==> src/rtl/xain_gfx_rom_reader_pkg.sv <==
// Shared ROM region map: region descriptors and the graphics read-side view of them.
package xain_gfx_rom_reader_pkg;

  localparam int GFX_DW = 32;   // SDRAM / client data width
  localparam int SDR_AW = 25;   // SDRAM byte address width

  typedef struct packed {
    logic [SDR_AW-1:0] base_addr;
    logic              reorder_16;
  } region_t;

  // Graphics regions written by the ROM loader (256 KB each).
  localparam region_t REGION_BACK1 = '{base_addr: 25'h004_0000, reorder_16: 1'b0};
  localparam region_t REGION_BACK2 = '{base_addr: 25'h008_0000, reorder_16: 1'b0};
  localparam region_t REGION_OBJ   = '{base_addr: 25'h00C_0000, reorder_16: 1'b0};

  localparam int GFX_CLIENT_BACK1 = 0;
  localparam int GFX_CLIENT_BACK2 = 1;
  localparam int GFX_CLIENT_OBJ   = 2;
  localparam int GFX_NUM_CLIENTS  = 3;

  typedef enum logic [1:0] {
    GFX_CL_BACK1 = 2'd0,
    GFX_CL_BACK2 = 2'd1,
    GFX_CL_OBJ   = 2'd2
  } gfx_client_t;

  // Indexed by client number.
  localparam region_t GFX_REGIONS [GFX_NUM_CLIENTS] = '{REGION_BACK1, REGION_BACK2, REGION_OBJ};

  // Word offset to byte address; overflow past 25 bits wraps silently.
  function automatic logic [SDR_AW-1:0] gfx_byte_addr(input logic [SDR_AW-1:0] base,
                                                      input logic [15:0] off);
    return base + {7'b0, off, 2'b00};
  endfunction

  // Swap bytes inside each 16-bit half.
  function automatic logic [GFX_DW-1:0] gfx_reorder16(input logic [GFX_DW-1:0] d);
    return {d[23:16], d[31:24], d[7:0], d[15:8]};
  endfunction

endpackage

==> src/rtl/xain_gfx_rom_reader_if.sv <==
// Client fetch + SDRAM read port bundle for the graphics ROM reader.
interface xain_gfx_rom_reader_if
  import xain_gfx_rom_reader_pkg::*;
#(
  parameter int NCLIENT = 3,
  parameter int OFFW    = 16
);
  logic                          rom_load_busy;
  logic [NCLIENT-1:0]            cl_req;
  logic [NCLIENT-1:0][OFFW-1:0]  cl_off;
  logic [GFX_DW-1:0]             cl_data;
  logic [NCLIENT-1:0]            cl_valid;
  logic [SDR_AW-1:0]             sdr_addr;
  logic                          sdr_req;
  logic                          sdr_rdy;
  logic [GFX_DW-1:0]             sdr_data;

  // Environment side: clients, loader status and SDRAM controller.
  modport master (
    output rom_load_busy, cl_req, cl_off, sdr_rdy, sdr_data,
    input  cl_data, cl_valid, sdr_addr, sdr_req
  );

  // Reader block side.
  modport slave (
    input  rom_load_busy, cl_req, cl_off, sdr_rdy, sdr_data,
    output cl_data, cl_valid, sdr_addr, sdr_req
  );
endinterface

==> src/rtl/xain_rr_arbiter.sv <==
// Round-robin grant; search starts at the client after the last grant.
module xain_rr_arbiter #(
  parameter int N = 3,
  parameter int W = (N > 1) ? $clog2(N) : 1
) (
  input  logic         clk_i,
  input  logic         reset_i,
  input  logic [N-1:0] req_i,
  input  logic         take_i,
  output logic         gnt_vld_o,
  output logic [W-1:0] gnt_idx_o
);
  logic [W-1:0] ptr_q, ptr_d;

  // Pick the first requester at or after the pointer, scanning downward so the nearest wins.
  always_comb begin
    int idx;
    idx       = 0;
    gnt_vld_o = 1'b0;
    gnt_idx_o = '0;
    for (int k = N - 1; k >= 0; k--) begin
      idx = (int'(ptr_q) + k) % N;
      if (req_i[idx]) begin
        gnt_vld_o = 1'b1;
        gnt_idx_o = W'(idx);
      end
    end
    ptr_d = ptr_q;
    if (take_i && gnt_vld_o)
      ptr_d = (gnt_idx_o == W'(N - 1)) ? '0 : gnt_idx_o + W'(1);
  end

  // Pointer moves only when a grant is taken.
  always_ff @(posedge clk_i) begin
    if (reset_i) ptr_q <= '0;
    else         ptr_q <= ptr_d;
  end
endmodule

==> src/rtl/xain_gfx_rom_reader.sv <==
// Graphics ROM read side: per-client pending + one-entry cache, round-robin onto one SDRAM read port.
module xain_gfx_rom_reader
  import xain_gfx_rom_reader_pkg::*;
#(
  parameter int                 NCLIENT       = 3,
  parameter int                 OFFW          = 16,
  parameter logic [NCLIENT-1:0] REORDER_FORCE = '0  // extra per-client reorder enable, ORed with the region bit
) (
  input  logic                   clk_i,
  input  logic                   reset_i,
  xain_gfx_rom_reader_if.slave   bus
);
  localparam int GW = (NCLIENT > 1) ? $clog2(NCLIENT) : 1;

  localparam logic [1:0] S_IDLE  = 2'd0;
  localparam logic [1:0] S_ISSUE = 2'd1;
  localparam logic [1:0] S_WAIT  = 2'd2;
  localparam logic [1:0] S_RET   = 2'd3;

  logic [1:0]                   state_q, state_d;
  logic [GW-1:0]                gnt_q, gnt_d;
  logic [NCLIENT-1:0]           pend_q, pend_d;
  logic [NCLIENT-1:0][OFFW-1:0] off_q, off_d;
  logic [NCLIENT-1:0]           cvld_q, cvld_d;
  logic [NCLIENT-1:0][OFFW-1:0] coff_q, coff_d;
  logic [NCLIENT-1:0][31:0]     cdat_q, cdat_d;
  logic [NCLIENT-1:0]           ret_q, ret_d;
  logic                         load_q;
  logic                         sdr_req_q, sdr_req_d;
  logic [SDR_AW-1:0]            sdr_addr_q, sdr_addr_d;
  logic [NCLIENT-1:0]           cl_valid_q, cl_valid_d;
  logic [31:0]                  cl_data_q, cl_data_d;

  logic                         load_rise;
  logic [31:0]                  rd_word;
  logic [NCLIENT-1:0]           busy, hit, mret, rreq;
  logic                         arb_vld, arb_take;
  logic [GW-1:0]                arb_idx;

  xain_rr_arbiter #(.N(NCLIENT), .W(GW)) u_arb (
    .clk_i     (clk_i),
    .reset_i   (reset_i),
    .req_i     (pend_q),
    .take_i    (arb_take),
    .gnt_vld_o (arb_vld),
    .gnt_idx_o (arb_idx)
  );

  // Client side: hit detect, miss capture, cache fill on SDRAM return, flush on loader start.
  always_comb begin
    load_rise = bus.rom_load_busy & ~load_q;
    rd_word   = (GFX_REGIONS[gnt_q].reorder_16 | REORDER_FORCE[gnt_q])
              ? gfx_reorder16(bus.sdr_data) : bus.sdr_data;
    busy      = pend_q | ret_q;
    pend_d    = pend_q;
    off_d     = off_q;
    cvld_d    = load_rise ? '0 : cvld_q;
    coff_d    = coff_q;
    cdat_d    = cdat_q;
    for (int i = 0; i < NCLIENT; i++) begin
      mret[i] = (state_q == S_WAIT) && bus.sdr_rdy && (gnt_q == GW'(i));
      hit[i]  = bus.cl_req[i] && !busy[i] && cvld_q[i] && !load_rise
                && (coff_q[i] == bus.cl_off[i]);
      if (bus.cl_req[i] && !busy[i] && !hit[i]) begin
        pend_d[i] = 1'b1;
        off_d[i]  = bus.cl_off[i];
      end
      // An in-flight read refills its cache even across a loader flush.
      if (mret[i]) begin
        pend_d[i] = 1'b0;
        cvld_d[i] = 1'b1;
        coff_d[i] = off_q[i];
        cdat_d[i] = rd_word;
      end
    end
  end

  // Return path: one client per cycle on the shared data bus, lowest index first.
  always_comb begin
    logic found;
    found      = 1'b0;
    rreq       = ret_q | hit | mret;
    cl_valid_d = '0;
    cl_data_d  = cl_data_q;
    for (int i = 0; i < NCLIENT; i++) begin
      if (rreq[i] && !found) begin
        found         = 1'b1;
        cl_valid_d[i] = 1'b1;
        cl_data_d     = mret[i] ? rd_word : cdat_q[i];
      end
    end
    ret_d = rreq & ~cl_valid_d;
  end

  // SDRAM FSM; the strobe is registered on the grant so it is high during ISSUE.
  always_comb begin
    state_d    = state_q;
    gnt_d      = gnt_q;
    sdr_req_d  = 1'b0;
    sdr_addr_d = sdr_addr_q;
    arb_take   = 1'b0;
    case (state_q)
      S_IDLE: begin
        if (!bus.rom_load_busy && arb_vld) begin
          arb_take   = 1'b1;
          gnt_d      = arb_idx;
          sdr_req_d  = 1'b1;
          sdr_addr_d = gfx_byte_addr(GFX_REGIONS[arb_idx].base_addr, off_q[arb_idx]);
          state_d    = S_ISSUE;
        end
      end
      S_ISSUE: state_d = S_WAIT;
      S_WAIT:  if (bus.sdr_rdy) state_d = S_RET;
      S_RET:   state_d = S_IDLE;
      default: state_d = S_IDLE;
    endcase
  end

  // State registers; reset drops pendings, cache and any read in flight.
  always_ff @(posedge clk_i) begin
    if (reset_i) begin
      state_q    <= S_IDLE;
      gnt_q      <= '0;
      pend_q     <= '0;
      off_q      <= '0;
      cvld_q     <= '0;
      coff_q     <= '0;
      cdat_q     <= '0;
      ret_q      <= '0;
      load_q     <= 1'b0;
      sdr_req_q  <= 1'b0;
      sdr_addr_q <= '0;
      cl_valid_q <= '0;
      cl_data_q  <= '0;
    end else begin
      state_q    <= state_d;
      gnt_q      <= gnt_d;
      pend_q     <= pend_d;
      off_q      <= off_d;
      cvld_q     <= cvld_d;
      coff_q     <= coff_d;
      cdat_q     <= cdat_d;
      ret_q      <= ret_d;
      load_q     <= bus.rom_load_busy;
      sdr_req_q  <= sdr_req_d;
      sdr_addr_q <= sdr_addr_d;
      cl_valid_q <= cl_valid_d;
      cl_data_q  <= cl_data_d;
    end
  end

  assign bus.sdr_req  = sdr_req_q;
  assign bus.sdr_addr = sdr_addr_q;
  assign bus.cl_valid = cl_valid_q;
  assign bus.cl_data  = cl_data_q;

endmodule

==> src/flat_wrapper.sv <==
// flat-port wrapper written by rule: the top's interface ports become plain ports
module xain_gfx_rom_reader_flat import xain_gfx_rom_reader_pkg::*;
#(
  parameter int                 NCLIENT       = 3,
  parameter int                 OFFW          = 16,
  parameter logic [NCLIENT-1:0] REORDER_FORCE = '0                                                              
)
  (clk_i, reset_i, bus_rom_load_busy, bus_cl_req, bus_cl_off, bus_sdr_rdy, bus_sdr_data, bus_cl_data, bus_cl_valid, bus_sdr_addr, bus_sdr_req);
  xain_gfx_rom_reader_if #(.NCLIENT(NCLIENT), .OFFW(OFFW)) bus_i ();
  input  logic clk_i;
  input  logic reset_i;
  input wire logic [$bits(bus_i.rom_load_busy)-1:0] bus_rom_load_busy;
  input wire logic [$bits(bus_i.cl_req)-1:0] bus_cl_req;
  input wire logic [$bits(bus_i.cl_off)-1:0] bus_cl_off;
  input wire logic [$bits(bus_i.sdr_rdy)-1:0] bus_sdr_rdy;
  input wire logic [$bits(bus_i.sdr_data)-1:0] bus_sdr_data;
  output wire logic [$bits(bus_i.cl_data)-1:0] bus_cl_data;
  output wire logic [$bits(bus_i.cl_valid)-1:0] bus_cl_valid;
  output wire logic [$bits(bus_i.sdr_addr)-1:0] bus_sdr_addr;
  output wire logic [$bits(bus_i.sdr_req)-1:0] bus_sdr_req;
  assign bus_i.rom_load_busy = bus_rom_load_busy;
  assign bus_i.cl_req = bus_cl_req;
  assign bus_i.cl_off = bus_cl_off;
  assign bus_i.sdr_rdy = bus_sdr_rdy;
  assign bus_i.sdr_data = bus_sdr_data;
  assign bus_cl_data = bus_i.cl_data;
  assign bus_cl_valid = bus_i.cl_valid;
  assign bus_sdr_addr = bus_i.sdr_addr;
  assign bus_sdr_req = bus_i.sdr_req;
  xain_gfx_rom_reader #(.NCLIENT(NCLIENT), .OFFW(OFFW), .REORDER_FORCE(REORDER_FORCE)) u_core (.clk_i(clk_i), .reset_i(reset_i), .bus(bus_i));
endmodule
==> config.mk <==
export PLATFORM = sky130hd
export DESIGN_NAME = xain_gfx_rom_reader_flat
export DESIGN_NICKNAME = d
export VERILOG_FILES = /design/src/rtl/xain_gfx_rom_reader_pkg.sv /design/src/rtl/xain_gfx_rom_reader_if.sv /design/src/rtl/xain_rr_arbiter.sv /design/src/rtl/xain_gfx_rom_reader.sv /design/src/flat_wrapper.sv
export SDC_FILE = /design/constraint.sdc
export NUM_CORES = 1
export LEC_CHECK = 0
export ABC_CLOCK_PERIOD_IN_PS = 8200
export BUFFER_PORTS_ARGS = -buffer_cell sky130_fd_sc_hd__buf_2
export CELL_PAD_IN_SITES_DETAIL_PLACEMENT = 1
export CELL_PAD_IN_SITES_GLOBAL_PLACEMENT = 1
export CORE_ASPECT_RATIO = 1.4
export CORE_MARGIN = 8
export CORE_UTILIZATION = 30
export DETAILED_ROUTE_END_ITERATION = 8
export PLACE_DENSITY = 0.56
export SETUP_SLACK_MARGIN = 0.15
export SKIP_CTS_REPAIR_TIMING = 1
export SLEW_MARGIN = 20
export SYNTH_ARGS = -nofsm -noshare
export SYNTH_HDL_FRONTEND = slang
export SYNTH_HIERARCHICAL = 1
export SYNTH_SLANG_ARGS = --single-unit
==> constraint.sdc <==
create_clock -name clk_i -period 8.2 [get_ports clk_i]
set_input_delay 1.64 -clock clk_i [delete_from_list [all_inputs] [get_ports clk_i]]
set_output_delay 1.64 -clock clk_i [all_outputs]
set_load 0.01 [all_outputs]
==> results of run 1 <==
==> sequential cells by signal, indices dropped and copies added, names as in the netlist, 2 cells and up <==
name and cells:
u_core/cdat_q 96, u_core/coff_q 48, u_core/off_q 48, u_core/bus.cl_data 32
u_core/bus.sdr_addr 18, u_core/bus.cl_valid 3, u_core/cvld_q 3, u_core/pend_q 3
u_core/gnt_q 2, u_core/ret_q 2, u_core/state_q 2, u_core/u_arb/ptr_q 2
==> worst max path at each step <==
stage	from	to	slack, ns
final	bus_cl_off[13]	u_core/bus.cl_data[15]	3.99
after CTS	bus_cl_off[13]	u_core/bus.cl_data[15]	4.04
after global placement	bus_cl_off[13]	u_core/bus.cl_data[15]	3.53
after floorplan	bus_cl_off[33]	u_core/bus.cl_data[24]	4.60
after global routing	bus_cl_off[13]	u_core/bus.cl_data[15]	3.85
after detailed placement	bus_cl_off[13]	u_core/bus.cl_data[15]	3.45
==> layout make-up <==
cell class              count  area, um2
diodes                      1       2.50
clock buffers              46        910
clock inverters             8       68.8
fillers                  4429      23500
inverters                  14       52.6
multi-input cells         959       5510
flip-flops and latches    261       5230
well taps                 467        584
repair buffers            160        888
==> metrics by stage <==
step           hold WS [ns]  area [um2]  utilization  worst slack [ns]
2_1_floorplan         0.436       11200            -              4.60
3_3_place_gp          0.442       12200        0.332              3.53
3_5_place_dp          0.448       12200        0.333              3.45
4_1_cts               0.457       13200        0.359              4.04
5_1_grt               0.472       13200        0.360              3.85
6_report              0.456       13200        0.360              3.99
==> layer usage <==
metal  wire (um)  track usage  vias up  part of all wire
met1       16100        0.202     4793              0.42
met3        1470       0.0228       48             0.039
met5           0            0        -                 0
met4         864       0.0585        0             0.023
met2       19700        0.317      188              0.52
li1            -            -     4770                 -
==> cell usage after synthesis (8+ instances only) <==
library cell | number | share of area
nor4_1 | 18 | 0.010
dfxtp_1 | 261 | 0.47
a221oi_1 | 12 | 0.0094
mux2_2 | 12 | 0.012
ha_1 | 8 | 0.0089
clkbuf_1 | 72 | 0.024
mux2i_1 | 70 | 0.063
o221ai_1 | 11 | 0.0086
o32ai_1 | 22 | 0.017
nor2_1 | 111 | 0.037
xnor2_1 | 26 | 0.020
xor2_1 | 23 | 0.018
o21ai_0 | 16 | 0.0072
a21oi_1 | 176 | 0.079
buf_2 | 14 | 0.0063
nand2_1 | 309 | 0.10
nand4_1 | 8 | 0.0045
nor3_1 | 35 | 0.016
inv_1 | 14 | 0.0047
a221o_1 | 22 | 0.020
==> critical path: stages <==
cell	delay [ns]
buf_2	0.12
xnor2_1	0.29
nand4_1	0.14
or4_4	0.59
o21ai_2	0.80
or2_0	0.54
o221ai_1	0.23
o32ai_1	0.31
==> power by group <==
group	internal (uW)	leakage [uW]	switching, uW
clock	787	0.000492	544
sequential	1360	0.00212	64.7
combinational	226	0.00246	408
==> kinds of logic after synthesis <==
group           synth area share
mux                       0.0761
compound gates             0.167
flops                      0.467
other cells             0.000335
fa+ha+maj                0.00895
xor+xnor                  0.0384
simple gates               0.195
buf+inv                   0.0472
==> layout by cell type, fill, tap and decap left out, drive strengths merged, types with 3 or more instances in the layout <==
cell type,Yosys,layout
a211oi,3,3
nand4,8,8
clkinv,0,6
a31oi,5,5
mux2,13,13
clkbuf,72,46
nand2b,8,8
buf,33,160
conb,1,7
a21oi,177,177
nor4,18,18
mux2i,70,70
or4,4,4
dfxtp,261,261
nor3b,3,3
a221oi,12,12
nand3,6,6
o21a,7,7
nor2,112,112
nor3,35,35
o32ai,22,22
xor2,23,23
inv,14,15
o221ai,11,11
ha,8,8
a221o,22,22
o21ai,19,19
nand2,310,310
or2,3,3
nor2b,4,4
xnor2,26,26
==> impl_summary.md, run 1 <==
Outcome
The run finished with clean final reports.

Detailed routing
In this run, the number of DRC markers left after iteration 0 of detailed routing was between 400 and 500. The routed length per instance is between 15 and 20 um. The via count is 9799. The first detailed-routing pass took 4 iterations. After detailed routing, the number of remaining DRC violations is 0. The remaining antenna violation count after routing is 0.

The average via count per standard cell is 5.11. After detailed routing, the total wire length is 38.2 mm.

Floorplan
For this configuration, the core starts out at a cell density of 0.304. The total number of placement rows is 83. The core outline area is 36800 um2. The area enclosed by the die boundary is 43800 um2. The die extent in y is 244 um. 148 I/O pins were placed. The die extent in x is 179 um.

Layout
The area growth from synthesis to layout is 18.4%. After the flow finishes, the layout carries non-filler instances totaling 1916. For this run, the post-layout net count is 1520.

The share of post-route cells with drive strength above 1 is 0.171.

Logic synthesis
The distinct cell type count after synthesis is 63. Counting flops and latches in the post-synthesis netlist gives 261. The synthesized instance count is 1333. In the synthesized netlist the dominant register cell turns out to be dfxtp_1. The Yosys step of the flow raised 6 warnings. The netlist area before placement is 11200 um2. The synthesized design contains 0 enable-type register cells. The proportion of synthesized chip area in sequential cells is 0.467.

Dividing the synthesized area by the synthesized cell count gives 8.39 um2. After synthesis, the share of flip-flops with an asynchronous set or reset is 0.

Global routing
Entering global routing, the biggest net connects 102 pins. The via count of the first global-routing pass is 10312. In the global route stage, overall resource usage came out at 0.173. The number of antenna violations at the first check in global routing is 1. The leftover overflow at the end of global routing is 0. The first global-routing pass estimated 59.5 mm of wire.

Timing
Based on the critical path, the design can be clocked at up to 237 MHz. The clock arrives with 0.0152 ns of skew. The total count of max-transition violations in the final report is 0. The final-report hold violation count is 0. In the finished design, the share of the clock period the worst path needs comes to 0.514. The sum of negative setup slack is 0 ns. At the pin with the least slew margin, the transition time is 1.09 ns. Setup violations remaining at the end of the flow were counted as 0.

The smallest clock period supported by the final layout is computed as around 4.2 ns. The relative slew slack is 0.270. Setup repair after global routing left no endpoint under its margin.

Placement
The sum of net half-perimeters after detailed placement is roughly 25 mm. The number of port buffers is between 100 and 150. Including well taps, the total number of placed cells is ~1900. The weighted congestion reported at the end of routability-driven placement is 0.763.

Clock network
CTS placed an instance of clkbuf_16 at the clock tree root. The clock latency reported for the late side of the worst-skew pair is ~0.57 ns. For this design, the sink count on the clock tree is 261. The clock passes through at most 3 buffers.

The count of H-tree levels built during CTS is 1. TritonCTS built the clock tree. The clock-pin slew on the worst setup and hold paths is 0.06 ns. Clock tree synthesis inserted a total of 29 buffers.

Worst setup path
The maximum fanout encountered on the critical timing path is 17. The capture instance of the worst register-to-register path is u_core/u_arb/ptr_q[1]. The type of origin of the critical path is an input pin. Setup slack on the worst reg-to-reg path comes out at 4.63 ns.

Data on the critical path arrives at its endpoint at ~4.7 ns. The critical path start-end classification is in2reg. STA classifies the critical path endpoint as a register. The depth of the worst register-to-register path is 12. In this run the critical register-to-register path is launched from u_core/u_arb/ptr_q[1]. STA puts the critical path data required time at between 8 and 9 ns.

Hold path
In this run the worst hold path is classified as reg2reg. The count of cells along the worst hold path is 2. For hold timing, the worst endpoint is u_core/cdat_q[49]. The hold path startpoint is u_core/cdat_q[49].

Power
Dividing total power by cell area gives a power density of 256 nW/um2. Total power for the finished layout comes to 3380 uW. For this design the static power due to leakage is 0.00507 uW. The worst supply voltage drop on vdd is roughly 0.15 mV.

Job
Max-cap violations in this run came to 0.
(Power assumes the default switching activity.)
==> run 2: changes to the inputs <==
Settings changed: ABC_CLOCK_PERIOD_IN_PS 8200 to 4100.
Clock period 8.2 ns to 4.1 ns, I/O delays scaled along.
==> run 2 against run 1 <==
  * Power rose by 100%
  * Global-route usage rose by 0.22 points
  * Sequential power rose by 100%
==> impl_summary.md, run 2 (synthesized netlist as in run 1, its figures left out) <==
Timing
The worst setup skew after layout is 0.0239 ns (+0.00874 ns). Setup repair after global routing left no endpoint under its margin. The actual transition at the worst max-transition pin is 1.09 ns (-0.00928 ns). The worst hold slack across all endpoints was 0.455 ns (-0.00120 ns).

Dividing the final minimum period by the clock period gives 0.760. The final-report hold violation count is 0 (unchanged). The maximum clock frequency is 321 MHz.

Subtracting the final worst setup slack from the clock period gives 3.11 ns. The relative slew slack is 0.276 (+0.00619). The count of endpoints failing setup in the final report is 0 (unchanged). The sum of negative setup slack is 0 ns (unchanged). The total count of max-transition violations in the final report is 0 (unchanged).

Detailed routing
The iteration-0 DRC count of the detailed router is 439 (-2.9%). The routed length per instance was 20.2 um (+1.4%). The remaining antenna violation count after routing came to 0 (unchanged). The via count came to 9834 (+0.36%). The first-pass iteration count of the detailed router was 4 (unchanged). The detailed-route wire length is 38.7 mm (+1.3%). The DRC violations left is 0 (unchanged). The average via count per standard cell is 5.14 (+0.46%).

Global routing
The pin count of the biggest net entering global routing was 150 (+47%). The first-pass GRT wire length is 60.2 mm (+1.2%). The leftover overflow at the end of global routing is 0 (unchanged).

The combined global-route utilization of all metal layers came to 0.175 (+0.00215). The via count of the first global-routing pass is 10302 (-0.097%). The number of antenna violations at the first check in global routing is 0 (-1).

Power
The share of power burned in combinational logic is 0.189 (+0.002). The internal power came to 4780 uW (+100%). The total power divided by cell area is 514 nW/um2 (+100%). The sequential share of power is 0.417 (-0.003).

The fraction of power spent switching nets is 0.298 (-0.00233). The switching power total is 2030 uW (+99%). The reported leakage power is 0.00507 uW (about the same). The clock network power share is 0.393 (about the same). The worst supply voltage drop on vdd is 0.295 mV (+92%).

Placement
The weighted congestion reported at the end of routability-driven placement came to 0.748 (-2.0%). The sum of net half-perimeters after detailed placement is 25.8 mm (+1.7%). The post-placement cell area is 12300 um2 (+0.33%). The number of port buffers is 140 (unchanged).

Layout
The share of post-route cells with drive strength above 1 was 0.170 (-0.000573). The top cell types in the final layout, fill and taps aside, are nand2_1, dfxtp_1, a21oi_1, buf_2, nor2_1. The footprint of the flip-flops and latches is 5230 um2 (unchanged).

The most common cell after layout, fill and taps aside is nand2_1. The number of inserted filler cells in the final layout came to 4420 (-0.20%). The multi-input gate area in the final layout is 5510 um2 (about the same). The net count of the finished layout is 1524 (+0.26%).

The largest registers in the layout are u_core/cdat_q: 96 flops, u_core/coff_q: 48 flops, u_core/off_q: 48 flops. The area growth from synthesis to layout is 18.3% (about the same). The antenna diode count was 0 (-1). u_core/cdat_q holds more flip-flops than any other register. The flip-flop count of the largest register, all copies and words added was 96 (unchanged).

The finished layout cell area is 13200 um2 (about the same).

Clock network
The clock tree buffer depth came to 3 (unchanged). The number of CTS-inserted buffers was 29 (unchanged). The clock latency reported for the late side of the worst-skew pair came to 0.56 ns (about the same).

The CTS tree is built. The clock-pin slew on the worst setup and hold paths was 0.06 ns (about the same). The clock sink total is 261 (unchanged). The cell chosen for the clock root is clkbuf_16. The count of H-tree levels built during CTS is 1 (unchanged).

Floorplan
The core outline area came to 36800 um2 (unchanged). The die extent in y is 244 um (unchanged). The number of I/O pins is 148 (unchanged).

The total number of placement rows is 83 (unchanged). The area enclosed by the die boundary came to 43800 um2 (unchanged). The starting utilization of the core area is 0.304 (unchanged). The die extent in x is 179 um (unchanged).

Worst setup path
The worst reg-to-reg setup slack is 0.99 ns (-3.64 ns). The critical path is of the reg2reg type. The signal on the critical path passes through inv_1, ha_1, nand2_1, nor2_1, nand2_2, o211a_1, buf_4, a21o_1, nor3_1, a221o_1.

The endpoint required time on the critical path is 4.53 ns (-4.13 ns). The maximum fanout encountered on the critical timing path is 25 (+8). The depth of the worst register-to-register path is 10 (-2).

The number of buffers and inverters on the critical path is 2 (+1). The largest delay contributor family on the critical path is compound AO/OA/AOI/OAI gates. The launch point of the worst reg-to-reg path is u_core/state_q[0]. The type of origin of the critical path is a register. STA classifies the critical path endpoint as a register. The critical path arrival was 3.55 ns (-1.13 ns).

The highest cell delay on the worst timing path is 0.66 ns (-0.14 ns). The slowest stage of the critical path belongs to the cell a21o_1. The capture instance of the worst register-to-register path is u_core/bus.cl_data[27].

Hold path
The classification of the worst-slack hold path is reg2reg. The worst hold endpoint is u_core/cdat_q[48]. The hold path startpoint is u_core/cdat_q[48]. The count of cells along the worst hold path was 2 (unchanged).

Job
The max-cap violation count was 0 (unchanged).

Outcome
The run finished with clean final reports.
## run 2: power groups by stage
stage | clock network (uW) | logic, uW | registers, uW
after floorplan | 0 | 817 | 2880
after global placement | 0 | 1290 | 2890
after detailed placement | 0 | 1310 | 2890
after CTS | 2760 | 1320 | 2840
after global routing | 2870 | 1430 | 2860
final | 2670 | 1290 | 2840
## run 2: tightest hold or removal path, delay by kind of cell (launching register included)
kind,cells,cell delay [ns]
AOI/OAI and AO/OA,1,0.05
DFF,1,0.31
and+or+nand+nor,1,0.05
## run 2: through the flow
stage	total power, uW	setup WS (ns)	utilization	instances
final	6800	0.985	0.360	1914
after global routing	7160	0.779	0.360	1914
after CTS	6920	0.966	0.360	1914
after detailed placement	4200	0.527	0.334	1865
after global placement	4180	0.605	0.334	1865
after floorplan	3700	1.19	-	1339
## run 2: layer usage
layer  global-route usage  wire length, um  vias to the layer above
met1                0.205            16600                     4816
met2                0.318            19600                      188
met4               0.0587              998                        0
met3               0.0256             1440                       54
met5                    0                0                        -
li1                     -                -                     4776
## run 2: area by class of cell
type                       instances  area share
clock inverter                     8     0.00898
inverter                          14     0.00397
multi-input combinational        959       0.417
sequential                       261       0.395
timing repair buffer             164      0.0680
tap                              467      0.0442
clock buffer                      41      0.0635
## run 2: worst max path at each step
stage                                from                      to  depth (start not counted)
floorplan           u_core/u_arb/ptr_q[0]   u_core/u_arb/ptr_q[1]                         14
global placement           bus_cl_off[26]  u_core/bus.cl_data[28]                          9
detailed placement         bus_cl_off[26]   u_core/bus.cl_data[7]                          9
CTS                     u_core/state_q[0]  u_core/bus.cl_data[20]                         10
global route            u_core/state_q[0]  u_core/bus.cl_data[20]                         10
finish                  u_core/state_q[0]  u_core/bus.cl_data[27]                         10
